<file path="src/rtl/qresult_stage.sv">
// Final lookup stage: leaf-result RAM read, then a show-ahead result FIFO with valid/ready output.
// Define QRESULT_STATS_EN to add saturating lookup_cnt_o / drop_cnt_o counters.
module qresult_stage #(
  parameter int A_WIDTH    = 4,
  parameter int D_WIDTH    = 16,
  parameter int R_WIDTH    = 8,
  parameter int FIFO_DEPTH = 8,
  parameter int SLACK      = 6
) (
  input  logic                          clk_i,
  input  logic                          rst_n_i,
  input  logic                          res_wr_en_i,
  input  logic [A_WIDTH-1:0]            res_wr_addr_i,
  input  logic [R_WIDTH-1:0]            res_wr_data_i,
  input  logic                          lookup_en_i,
  input  logic [A_WIDTH-1:0]            lookup_addr_i,
  input  logic [D_WIDTH-1:0]            lookup_data_i,
  output logic                          res_valid_o,
  input  logic                          res_ready_i,
  output logic [R_WIDTH-1:0]            res_data_o,
  output logic [D_WIDTH-1:0]            res_key_o,
  output logic [A_WIDTH-1:0]            res_addr_o,
  output logic [$clog2(FIFO_DEPTH):0]   used_o,
`ifdef QRESULT_STATS_EN
  output logic [31:0]                   lookup_cnt_o,
  output logic [31:0]                   drop_cnt_o,
`endif
  output logic                          almost_full_o,
  output logic                          overflow_o
);

  localparam int PW = $clog2(FIFO_DEPTH);
  localparam int UW = PW + 1;
  localparam int WW = R_WIDTH + D_WIDTH + A_WIDTH;
  localparam logic [UW-1:0] DEPTH_U = UW'(FIFO_DEPTH);
  localparam logic [UW-1:0] AF_LVL  = UW'(FIFO_DEPTH - SLACK);

  logic [R_WIDTH-1:0] leaf_mem [2**A_WIDTH];
  logic [WW-1:0]      fifo_mem [FIFO_DEPTH];

  logic [R_WIDTH-1:0] rd_data_q;
  logic               s1_valid_q, s1_valid_d;
  logic [A_WIDTH-1:0] s1_addr_q, s1_addr_d;
  logic [D_WIDTH-1:0] s1_key_q, s1_key_d;
  logic [PW-1:0]      wr_ptr_q, wr_ptr_d;
  logic [PW-1:0]      rd_ptr_q, rd_ptr_d;
  logic [UW-1:0]      used_q, used_d;
  logic               overflow_q, overflow_d;

  logic               full, pop, push_ok, drop;
  logic [WW-1:0]      push_word, head_word;

  // Leaf RAM and FIFO storage are not reset; nonblocking read gives read-first behaviour.
  always_ff @(posedge clk_i) begin
    if (res_wr_en_i) leaf_mem[res_wr_addr_i] <= res_wr_data_i;
    rd_data_q <= leaf_mem[lookup_addr_i];
    if (push_ok) fifo_mem[wr_ptr_q] <= push_word;
  end

  always_comb begin
    full      = (used_q == DEPTH_U);
    pop       = res_valid_o && res_ready_i;
    push_ok   = s1_valid_q && (!full || pop);
    drop      = s1_valid_q && full && !pop;
    push_word = {rd_data_q, s1_key_q, s1_addr_q};

    s1_valid_d = lookup_en_i;
    s1_addr_d  = s1_addr_q;
    s1_key_d   = s1_key_q;
    if (lookup_en_i) begin
      s1_addr_d = lookup_addr_i;
      s1_key_d  = lookup_data_i;
    end

    wr_ptr_d   = push_ok ? wr_ptr_q + PW'(1) : wr_ptr_q;
    rd_ptr_d   = pop ? rd_ptr_q + PW'(1) : rd_ptr_q;
    used_d     = used_q;
    case ({push_ok, pop})
      2'b10:   used_d = used_q + UW'(1);
      2'b01:   used_d = used_q - UW'(1);
      default: used_d = used_q;
    endcase
    overflow_d = overflow_q | drop;
  end

  always_ff @(posedge clk_i or negedge rst_n_i) begin
    if (!rst_n_i) begin
      s1_valid_q <= 1'b0;
      s1_addr_q  <= '0;
      s1_key_q   <= '0;
      wr_ptr_q   <= '0;
      rd_ptr_q   <= '0;
      used_q     <= '0;
      overflow_q <= 1'b0;
    end else begin
      s1_valid_q <= s1_valid_d;
      s1_addr_q  <= s1_addr_d;
      s1_key_q   <= s1_key_d;
      wr_ptr_q   <= wr_ptr_d;
      rd_ptr_q   <= rd_ptr_d;
      used_q     <= used_d;
      overflow_q <= overflow_d;
    end
  end

  // Head fields are forced to zero while empty so stale storage never leaks out.
  always_comb begin
    head_word     = fifo_mem[rd_ptr_q];
    res_valid_o   = (used_q != '0);
    res_data_o    = res_valid_o ? head_word[WW-1 -: R_WIDTH] : '0;
    res_key_o     = res_valid_o ? head_word[A_WIDTH +: D_WIDTH] : '0;
    res_addr_o    = res_valid_o ? head_word[A_WIDTH-1:0] : '0;
    used_o        = used_q;
    almost_full_o = (used_q >= AF_LVL);
    overflow_o    = overflow_q;
  end

`ifdef QRESULT_STATS_EN
  logic [31:0] lookup_cnt_q, lookup_cnt_d;
  logic [31:0] drop_cnt_q, drop_cnt_d;

  always_comb begin
    lookup_cnt_d = lookup_cnt_q;
    drop_cnt_d   = drop_cnt_q;
    if (push_ok && lookup_cnt_q != 32'hFFFF_FFFF) lookup_cnt_d = lookup_cnt_q + 32'd1;
    if (drop && drop_cnt_q != 32'hFFFF_FFFF)      drop_cnt_d   = drop_cnt_q + 32'd1;
  end

  always_ff @(posedge clk_i or negedge rst_n_i) begin
    if (!rst_n_i) begin
      lookup_cnt_q <= '0;
      drop_cnt_q   <= '0;
    end else begin
      lookup_cnt_q <= lookup_cnt_d;
      drop_cnt_q   <= drop_cnt_d;
    end
  end

  assign lookup_cnt_o = lookup_cnt_q;
  assign drop_cnt_o   = drop_cnt_q;
`endif

endmodule

</file>
<file path="config.mk">
export PLATFORM = sky130hd
export DESIGN_NAME = qresult_stage
export DESIGN_NICKNAME = d
export VERILOG_FILES = /design/src/rtl/qresult_stage.sv
export SDC_FILE = /design/constraint.sdc
export NUM_CORES = 1
export LEC_CHECK = 0
export CORE_MARGIN = 1
export CORE_UTILIZATION = 55
export CTS_CLUSTER_DIAMETER = 100
export CTS_CLUSTER_SIZE = 30
export DETAILED_ROUTE_END_ITERATION = 8
export PLACE_DENSITY = 0.74
export SLEW_MARGIN = 0
export SYNTH_ARGS = -nofsm -noshare
export SYNTH_HDL_FRONTEND = slang
export SYNTH_SLANG_ARGS = --single-unit
</file>
<file path="constraint.sdc">
create_clock -name clk_i -period 4.25 [get_ports clk_i]
set_input_delay 1.275 -clock clk_i [delete_from_list [all_inputs] [get_ports clk_i]]
set_output_delay 1.275 -clock clk_i [all_outputs]
set_load 0.01 [all_outputs]
</file>
==> impl_metrics.toml <==
[logic_synthesis]
syn_inst = 711
synth_top_flop_cell = "edfxtp_1"
ys_warn_count = 0
synth_area_per_cell_um2 = 21.33
ys_async_sr_fraction_pct = 8.163
synth-edff-count = 352
ys_seq_elements = 392
synth.cell_area_um2 = 15160
ys_types = 47
synth_top_area_share_pct = 69.70
synthTopCellsByArea = "edfxtp_1 (70%), mux4_2 (11%), dfrtp_1 (5.3%)"
synth-seq-area-share_pct = 76.04
yosysTopAreaCell = "edfxtp_1"
syn-num-nets = 751

[setup_path]
start_kind = "flop"
crit_required_ns = 2.97
path_buf_inv = 2
crit_chain = "buf_12 -> mux4_2 -> mux2i_1 -> nor2_1 -> clkdlybuf4s50_1"
cpMaxStageDelayCell = "dfrtp_4"
crit_path_end_kind = "output pin"
cp_slowest_stage_delay_ns = 0.62
path_delay_family = "buffers and inverters"
critical_path_class = "reg2out"
path_max_fanout = 23
cp.arrival_ns = 2.72

[power_and_ir_drop]
leakage_nw = 5.533
clkPwrFrac_pct = 19.2
p_seq_share_pct = 51.7
p_switching_mw = 2.735
swShare_pct = 28.18
p_int_mw = 6.972
power_frac_comb_pct = 29.2
peakVddDrop_mv = 0.3319
power_density_nw_per_um2 = 575.5

[clock_tree]
path_clk_slew_ns = 0.11
clock_latency_ns = 0.51
htreeDepth = 1
clock_sinks = 392
cts_tree = "yes"
ctsLongestPathBuffers = 3
cts_root_buf = "clkbuf_16"
numCtsBuffers = 17

[route]
final_antenna_net_count = 0
drc = 0
viasPerCell = 6.054
drt_pass1_iterations = 4
vias = 6950
drt_iter0_markers = 654
wl_um = 27450
wl_per_cell_um = 23.91

[timing]
maxSlewViolCount = 0
finalSetupTns_ns = 0
fin_crit_ns = 3.995
rsz0062_at_grt = "no"
clock_skew_ns = 0.01488
finalHoldViolCount = 0
finalSetupViolCount = 0
tightest_slew_ns = 0.9285
fin_crit_sh_pct = 94.01
fmaxAchievable_mhz = 250.3
maxSlewHeadroom_pct = 38.10

[floorplanning]
coreArea_um2 = 27030
die_h_um = 168.0
dieArea_um2 = 28240
rows = 60
ios = 72
initial_core_util_pct = 56.11
die-width_um = 168.0

[finish]
diodes = 0
nets = 837
layoutNonFillerInstCount = 1148
syn2layout_area_growth_pct = 11.23
drive_gt1_share_pct = 21.19

[run_status]
outcome = "complete, no violations"

[global_route]
grt_pass1_vias = 7296
grt_pass1_wl_um = 42230
grt_overflow = 0
grtUsageTotal_pct = 20.09
antenna_found_initial = 0
grt_max_degree = 34

[placement]
dp_hpwl_um = 16830
finalWeightedCongestion = 0.7779
post-place-cells = 1118
io_buffers = 71

[flow_run]
cap_violations = 0

[worst_hold_path]
hold_path.class = "reg2reg"
-- per-layer routing --
metal / vias up / wire (um) / global-route usage (%)
li1: 3066 / - / -
met1: 3662 / 11350 / 26.94
met2: 193 / 14310 / 35.49
met3: 29 / 1313 / 2.680
met4: 0 / 470 / 4.268
met5: - / 0 / 0
-- flip-flops by register name, indices dropped and copies added, names as in the netlist --
| name | count |
|---|---|
| wr_ptr_q | 3 |
| rd_ptr_q | 3 |
| overflow_o | 1 |
| rd_data_q | 8 |
| s1_valid_q | 1 |
| s1_addr_q | 4 |
| used_o | 4 |
| leaf_mem | 128 |
| s1_key_q | 16 |
| fifo_mem | 224 |
-- cells by family (layout without fill, tap and decap cells) --
kind of cell             Yosys count  after routing  synth area share, %
multiplexers                     140            140                16.99
XOR/XNOR                           6              6               0.3465
AND/OR/NAND/NOR                  101            101                3.119
flip-flops                       392            392                76.04
adder cells (fa/ha/maj)            3              3               0.2476
AO/OA/AOI/OAI                     30             30                1.543
buffers and inverters             39            135                1.716
-- per-stage QoR --
| step | power, mW | instance area (um2) | hold slack (ns) | utilization (%) | setup WS (ns) |
|---|---|---|---|---|---|
| after global routing | 10.13 | 16870 | 0.5212 | 62.41 | 0.09903 |
| after CTS | 9.786 | 16850 | 0.5091 | 62.35 | 0.04655 |
| final | 9.707 | 16870 | 0.5050 | 62.41 | 0.2548 |
| after floorplan | 6.742 | 15180 | 0.5070 | - | 0.1161 |
| after detailed placement | 7.948 | 16350 | 0.4784 | 60.51 | 0.6371 |
| after global placement | 7.849 | 16350 | 0.4788 | 60.51 | 0.6495 |
-- cells in the mapped netlist, types with 3 or more instances --
cell	n
edfxtp_1	352
mux4_2	76
nor2_1	49
dfrtp_1	32
mux2i_1	29
mux2_2	22
a22oi_1	16
buf_2	16
nand2_1	15
mux4_1	12
nor3_1	10
dfxtp_1	8
clkbuf_1	6
nand2b_1	6
xnor2_1	6
buf_4	4
buf_6	4
nor2b_1	4
ha_1	3
nand3_1	3
or3_1	3
-- final cells by class --
class	count	area, um2
fill	1838	10160
multi-input combinational	280	3422
sequential	392	11540
clock inverter	3	36.28
timing repair buffer	103	973.4
clock buffer	26	459.2
tap	341	426.7
inverter	3	11.26
-- what timing repair did --
item	4_1_cts	5_1_grt
gates resized for setup	0	1
endpoints found under the setup margin	0	3
hold buffers	0	0
buffers inserted	0	1
-- placed cells by master (no fill, tap or decap), types with 2 or more instances in the layout --
cell type          n
a21oi_1            2
buf_12             2
o22ai_1            2
nand3b_1           2
nor3_1             6
a22oi_1           16
inv_1              2
buf_2              2
nor2b_1            4
mux4_2            76
mux2i_1           29
ha_1               3
nand2b_1           6
nand3_1            3
or3_1              3
nor3_2             3
nand2_1           15
clkbuf_16         17
clkdlybuf4s50_1   69
buf_4             29
xnor2_1            6
a31o_2             2
nor2_2             3
nor2_1            46
dfrtp_1           30
dfxtp_1            8
mux2_2            22
mux4_1            12
a221o_1            2
dfrtp_4            2
and2b_1            2
clkbuf_1           9
edfxtp_1         352
-- power groups by stage --
| stage | Combinational [mW] | Clock (mW) | Sequential (mW) |
|---|---|---|---|
| final | 2.83 | 1.86 | 5.02 |
| after global placement | 2.77 | 0 | 5.08 |
| after detailed placement | 2.82 | 0 | 5.13 |
| after floorplan | 1.82 | 0 | 4.92 |
| after CTS | 2.84 | 1.91 | 5.04 |
| after global routing | 3.04 | 2.02 | 5.07 |
-- worst register-to-register path, cell delays in order, from the launching register on --
cell and delay [ns]:
dfrtp_1 0.54, or3_4 0.50, nor2_4 0.09, buf_4 0.39, inv_2 0.12, nand2_1 0.08
o21ai_0 0.08, ha_1 0.33, mux2_2 0.27, nand2_1 0.07, o22ai_1 0.09, a31o_2 0.24
-- path summary, 6_finish.rpt --
path | startpoint | end | slack [ns] | cells after the start
setup reg to reg | used_o[1]$_DFFE_PN0P_ | used_o[1]$_DFFE_PN0P_ | 1.35 | 11
hold reg to reg | overflow_o$_DFF_PN0_ | overflow_o$_DFF_PN0_ | 0.50 | 1
max in group asynchronous | rst_n_i | rd_ptr_q[1]$_DFFE_PN0N_ | 2.68 | 1
setup / recovery | rd_ptr_q[0]$_DFFE_PN0N_ | res_addr_o[2] | 0.25 | 5
min in group asynchronous | rst_n_i | s1_key_q[15]$_DFFE_PN0P_ | 0.89 | 1
hold / removal | overflow_o$_DFF_PN0_ | overflow_o$_DFF_PN0_ | 0.50 | 1
Note: power is estimated with default switching activity, not from simulation.
